## src/rtl/apb_pkg.sv

```systemverilog
// Shared types and default widths for the APB master controller.
package apb_pkg;

  localparam int ADDR_W_DEF      = 12;
  localparam int DATA_W_DEF      = 32;
  localparam int TIMEOUT_CYC_DEF = 256;

  typedef enum logic [1:0] {
    IDLE   = 2'd0,
    SETUP  = 2'd1,
    ACCESS = 2'd2,
    RESP   = 2'd3
  } apb_state_e;

  typedef enum logic [1:0] {
    OK      = 2'b00,
    SLVERR  = 2'b01,
    TIMEOUT = 2'b10
  } apb_err_e;

endpackage

```

## src/rtl/apb_wait_timer.sv

```systemverilog
// ACCESS-phase wait counter; o_expired flags the TIMEOUT_CYC-th cycle without pready.
// TIMEOUT_CYC = 0 removes the counter and never expires.
module apb_wait_timer #(
  parameter int TIMEOUT_CYC = 256
) (
  input  logic clk,
  input  logic rst,
  input  logic i_clr,
  input  logic i_en,
  output logic o_expired
);

  generate
    if (TIMEOUT_CYC == 0) begin : g_off
      logic w_unused;
      assign w_unused  = &{1'b0, clk, rst, i_clr, i_en};
      assign o_expired = 1'b0;
    end else begin : g_on
      localparam int CNT_W = $clog2(TIMEOUT_CYC + 1);
      localparam logic [CNT_W-1:0] LAST = CNT_W'(TIMEOUT_CYC - 1);

      logic [CNT_W-1:0] r_cnt;

      // NOTE: sequential state uses non-blocking (<=) so every flop samples pre-edge values.
      always_ff @(posedge clk or posedge rst) begin
        if (rst)        r_cnt <= '0;
        else if (i_clr) r_cnt <= '0;
        else if (i_en)  r_cnt <= r_cnt + 1'b1;
      end

      // Fires in the waiting cycle that brings the count to TIMEOUT_CYC.
      assign o_expired = i_en && (r_cnt == LAST);
    end
  endgenerate

endmodule

```

## src/rtl/apb_master_ctrl.sv

```systemverilog
// Single-outstanding APB master: request/response port in, APB3 bus out, with
// wait states, PSLVERR reporting and timeout. Define APB_MASTER_APB4_EN for pstrb/pprot.
module apb_master_ctrl
  import apb_pkg::*;
#(
  parameter int ADDR_W      = ADDR_W_DEF,
  parameter int DATA_W      = DATA_W_DEF,
  parameter int TIMEOUT_CYC = TIMEOUT_CYC_DEF
) (
  input  logic                clk,
  input  logic                rst,
  input  logic                req_valid_i,
  output logic                req_ready_o,
  input  logic                req_write_i,
  input  logic [ADDR_W-1:0]   req_addr_i,
  input  logic [DATA_W-1:0]   req_wdata_i,
  input  logic [DATA_W/8-1:0] req_strb_i,
  output logic                rsp_valid_o,
  input  logic                rsp_ready_i,
  output logic [DATA_W-1:0]   rsp_rdata_o,
  output logic [1:0]          rsp_err_o,
  output logic                psel_o,
  output logic                penable_o,
  output logic                pwrite_o,
  output logic [ADDR_W-1:0]   paddr_o,
  output logic [DATA_W-1:0]   pwdata_o,
  input  logic [DATA_W-1:0]   prdata_i,
  input  logic                pready_i,
  input  logic                pslverr_i
`ifdef APB_MASTER_APB4_EN
  ,
  output logic [DATA_W/8-1:0] pstrb_o,
  output logic [2:0]          pprot_o
`endif
);

  apb_state_e          r_state, w_next;
  logic                r_write;
  logic [ADDR_W-1:0]   r_addr;
  logic [DATA_W-1:0]   r_wdata, r_rdata;
  apb_err_e            r_err;
  logic                w_expired, w_accept;

  apb_wait_timer #(.TIMEOUT_CYC(TIMEOUT_CYC)) u_timer (
    .clk       (clk),
    .rst       (rst),
    .i_clr     (r_state == SETUP),
    .i_en      ((r_state == ACCESS) && !pready_i),
    .o_expired (w_expired)
  );

  // Reset gates req_ready so every output reads 0 while rst is high.
  assign w_accept = req_valid_i && req_ready_o;

  always_ff @(posedge clk or posedge rst) begin
    if (rst) r_state <= IDLE;
    else     r_state <= w_next;
  end

  // NOTE: every always_comb output gets a default first, so no path can infer a latch.
  always_comb begin
    w_next      = r_state;
    req_ready_o = 1'b0;
    rsp_valid_o = 1'b0;
    psel_o      = 1'b0;
    penable_o   = 1'b0;
    unique case (r_state)
      IDLE: begin
        req_ready_o = !rst;
        if (req_valid_i) w_next = SETUP;
      end
      SETUP: begin
        psel_o = 1'b1;
        w_next = ACCESS;
      end
      ACCESS: begin
        psel_o    = 1'b1;
        penable_o = 1'b1;
        if (pready_i || w_expired) w_next = RESP;
      end
      RESP: begin
        rsp_valid_o = 1'b1;
        if (rsp_ready_i) w_next = IDLE;
      end
      default: w_next = IDLE;
    endcase
  end

  // NOTE: datapath registers are reset too, because bus and response outputs must read 0 in reset.
  always_ff @(posedge clk or posedge rst) begin
    if (rst) begin
      r_write <= 1'b0;
      r_addr  <= '0;
      r_wdata <= '0;
      r_rdata <= '0;
      r_err   <= OK;
    end else begin
      if (w_accept) begin
        r_write <= req_write_i;
        r_addr  <= req_addr_i;
        r_wdata <= req_wdata_i;
      end
      if (r_state == ACCESS) begin
        if (pready_i) begin
          r_err   <= pslverr_i ? SLVERR : OK;
          r_rdata <= (!r_write && !pslverr_i) ? prdata_i : '0;
        end else if (w_expired) begin
          r_err   <= TIMEOUT;
          r_rdata <= '0;
        end
      end
    end
  end

  assign pwrite_o    = r_write;
  assign paddr_o     = r_addr;
  assign pwdata_o    = r_wdata;
  assign rsp_rdata_o = r_rdata;
  assign rsp_err_o   = r_err;

`ifdef APB_MASTER_APB4_EN
  logic [DATA_W/8-1:0] r_strb;

  always_ff @(posedge clk or posedge rst) begin
    if (rst)           r_strb <= '0;
    else if (w_accept) r_strb <= req_write_i ? req_strb_i : '0;
  end

  assign pstrb_o = r_strb;
  assign pprot_o = 3'b000;
`else
  logic w_unused_strb;
  assign w_unused_strb = ^req_strb_i;
`endif

endmodule

```

## config.mk

```make
export PLATFORM = sky130hd
export DESIGN_NAME = apb_master_ctrl
export DESIGN_NICKNAME = d
export VERILOG_FILES = /design/src/rtl/apb_pkg.sv /design/src/rtl/apb_wait_timer.sv /design/src/rtl/apb_master_ctrl.sv
export SDC_FILE = /design/constraint.sdc
export NUM_CORES = 1
export LEC_CHECK = 0
export BUFFER_PORTS_ARGS = -buffer_cell sky130_fd_sc_hd__buf_2
export CAP_MARGIN = 25
export CELL_PAD_IN_SITES_DETAIL_PLACEMENT = 1
export CELL_PAD_IN_SITES_GLOBAL_PLACEMENT = 1
export CORE_AREA = 3 3 105 107
export CTS_CLUSTER_DIAMETER = 150
export CTS_CLUSTER_SIZE = 20
export DETAILED_ROUTE_END_ITERATION = 10
export DIE_AREA = 0 0 108 110
export HOLD_SLACK_MARGIN = 0.02
export PLACE_DENSITY = 0.73
export SETUP_SLACK_MARGIN = 0.4
export SYNTH_ARGS = -nofsm -noshare
export SYNTH_HDL_FRONTEND = slang
export SYNTH_SLANG_ARGS = --single-unit
```

## constraint.sdc

```tcl
create_clock -name clk -period 3.15 [get_ports clk]
set_input_delay 0.1575 -clock clk [delete_from_list [all_inputs] [get_ports clk]]
set_output_delay 0.1575 -clock clk [all_outputs]
set_load 0.005 [all_outputs]
```

==> results.yml <==
outcome:
  outcome: "completed"
yosys:
  synth_nets: 329
  netlist_instances: 236
  synth_area_leaders: "dfrtp_1 (64%), mux2_2 (14%), a22o_1 (8.0%)"
  ys_types: 34
  yosysSeqAreaShare_pct: 64.2
  syn-cell-area_um2: 3510
  synth_area_per_cell_um2: 14.9
  synth_top_area_share_pct: 64.2
  yosysTopAreaCell: "dfrtp_1"
  yosys_warnings: 0
  ys_ff_latch: 90
die:
  core_area_um2: 10200
  die_w_um: 108
  ioPinCount: 170
  die_h_um: 110
  start_util_pct: 34.3
  rows: 37
  die_area_um2: 11900
clock_tree:
  cts_buffers: 9
  clock-sinks: 90
  clk_path_buf_depth: 2
  clock_latency_ns: 0.35
  cts_tree: "yes"
  cts_root_buf: "clkbuf_8"
  clk_pin_slew_ns: 0.09
  h-tree-depth: 3
  ctsResizeCount: 0
critical_path:
  crit_type: "register to register"
  end_kind: "register"
  path_buf_inv: 2
  worstPathCellList: "inv_1 -> ha_1 -> nand2_1 -> nor3_4 -> buf_4 -> a22o_1"
  cp.arrival_ns: 2.55
  crit_family: "simple AND/OR/NAND/NOR gates"
  cp-start-kind: "register"
  cpMaxStageDelayCell: "nor3_4"
  path_max_fanout: 21
  cp_data_required_time_ns: 3.44
  slowest_delay_ns: 0.52
sta:
  finalWorstSetupSlack_ns: 0.888
  worst_pin_slew_ns: 0.622
  fin_skew_ns: 0.0146
  timing.hold.ws_ns: 0.0381
  final-hold-violation-count: 0
  setup_viol: 0
  relSlewSlack_pct: 58.4
  fin_setup_tns_ns: 0
  max_freq_mhz: 442
  maxSlewViolCount: 0
  rsz0062_at_grt: "no"
  min_period_ns: 2.26
  final.period_utilization_pct: 71.8
placement:
  dp_hpwl_mm: 6.54
  detailed_place.area_um2: 4500
  io_buffers: 165
  dp_slack_ns: 0.912
  gp_congestion: 0.683
layout:
  final_cell_mix: "buf_2 (165), dfrtp_1 (90), dlygate4sd3_1 (62), mux2_2 (43), a22o_1 (32)"
  n_fill_cell: 1083
  regArea_um2: 2250
  area_growth_pct: 51.1
  multi_input_area_um2: 1170
  diodes: 0
  drive_above_1_share_pct: 49.9
  finish.instance_area_um2: 5300
  nets: 559
  final_common_cell: "buf_2"
job:
  drv_cap: 0
route:
  ant_nets: 0
  drt-wirelength-per-cell_um: 16.5
  routed_wl_mm: 10.0
  dr.pass1.iters: 5
  dr.first_iter.drc_count: 100
  drc: 0
  vias: 2855
  vias_per_cell: 4.70
grt:
  grt_max_degree: 66
  grt_pass1_wl_mm: 15.0
  grt_overflow_total: 0
  track_usage_pct: 16.4
  antenna_found_initial: 0
  grt_pass1_vias: 2970
power:
  p_per_area_nw_per_um2: 773
  ir_worst_vdd_v: 0.000401
  leakagePower_nw: 2.70
min_path:
  hold_path_class: "input pin to register"
final timing paths:
kind / startpoint / endpoint / slack (ns) / depth (start not counted)
worst max register to register: r_state[0] / rsp_rdata_o[17] / 0.89 / 6
worst min register to register: paddr_o[1] / paddr_o[1] / 0.50 / 1
worst max-delay path: r_state[0] / rsp_rdata_o[17] / 0.89 / 6
worst min-delay path: prdata_i[10] / rsp_rdata_o[10] / 0.04 / 2
min in group asynchronous: rst / pwdata_o[15] / 0.34 / 3
max in group asynchronous: rst / u_timer.g_on.r_cnt[8] / 2.19 / 4
logic make-up after synthesis:
group / Yosys count / share of synthesized area, %
DFF: 90 / 64.2
and+or+nand+nor: 22 / 4.17
xor gates and xnor gates: 2 / 0.499
AOI/OAI and AO/OA: 49 / 11.1
buffers and inverters: 20 / 2.85
muxes: 47 / 15.0
adders and majority gates: 6 / 2.14
flip-flops by register name (all words and copies together), names as in the netlist:
name / count
u_timer.g_on.r_cnt: 9
pwrite_o: 1
rsp_err_o: 2
paddr_o: 12
r_state: 2
pwdata_o: 32
rsp_rdata_o: 32
what timing repair did:
item / in CTS / in global routing
buffers inserted: 0 / 0
endpoints found under the setup margin: 0 / 0
hold buffers: 58 / 4
endpoints found under the hold margin: 82 / 4
layer usage:
metal  vias to the layer above  global-route usage, %  routed length, um
met5                         -                      0                  0
met4                         0                   6.13                197
met3                        16                   4.83                740
met2                       131                   27.6               4900
met1                      1385                   19.9               4170
li1                       1323                      -                  -
metrics by stage:
stage	utilization, %	cells	power, mW
6_report	51.8	607	4.10
3_5_place_dp	44.0	529	3.34
4_1_cts	51.4	603	4.14
2_1_floorplan	-	236	2.62
5_1_grt	51.8	607	4.40
3_3_place_gp	43.7	528	3.26
area by class of cell:
class / count / area share (%)
Multi-Input combinational cell: 126 / 22.0
Timing Repair Buffer: 231 / 28.2
Inverter: 8 / 0.613
Tap cell: 136 / 3.21
Clock buffer: 10 / 2.59
Clock inverter: 6 / 0.896
Sequential cell: 90 / 42.5
power breakdown:
part / total [mW] / internal, mW / switching, mW / leakage [nW]
Sequential: 1.88 / 1.62 / 0.260 / 1.14
Clock: 0.731 / 0.315 / 0.416 / 0.0933
Combinational: 1.49 / 0.849 / 0.640 / 1.46
cells in the mapped netlist, drive strengths merged:
cell type / instances
dfrtp: 90
mux2: 46
or4: 1
nand4: 1
buf: 11
nand2: 4
a221oi: 1
nand4b: 1
nor2b: 1
a21oi: 7
a22o: 32
and2b: 2
nor2: 4
o31ai: 1
o21ai: 5
nand3: 1
mux2i: 1
nand3b: 1
nor3: 2
inv: 8
ha: 6
or3: 4
a211oi: 1
o32a: 1
xnor2: 2
clkbuf: 1
a32o: 1
(Power assumes the default switching activity.)
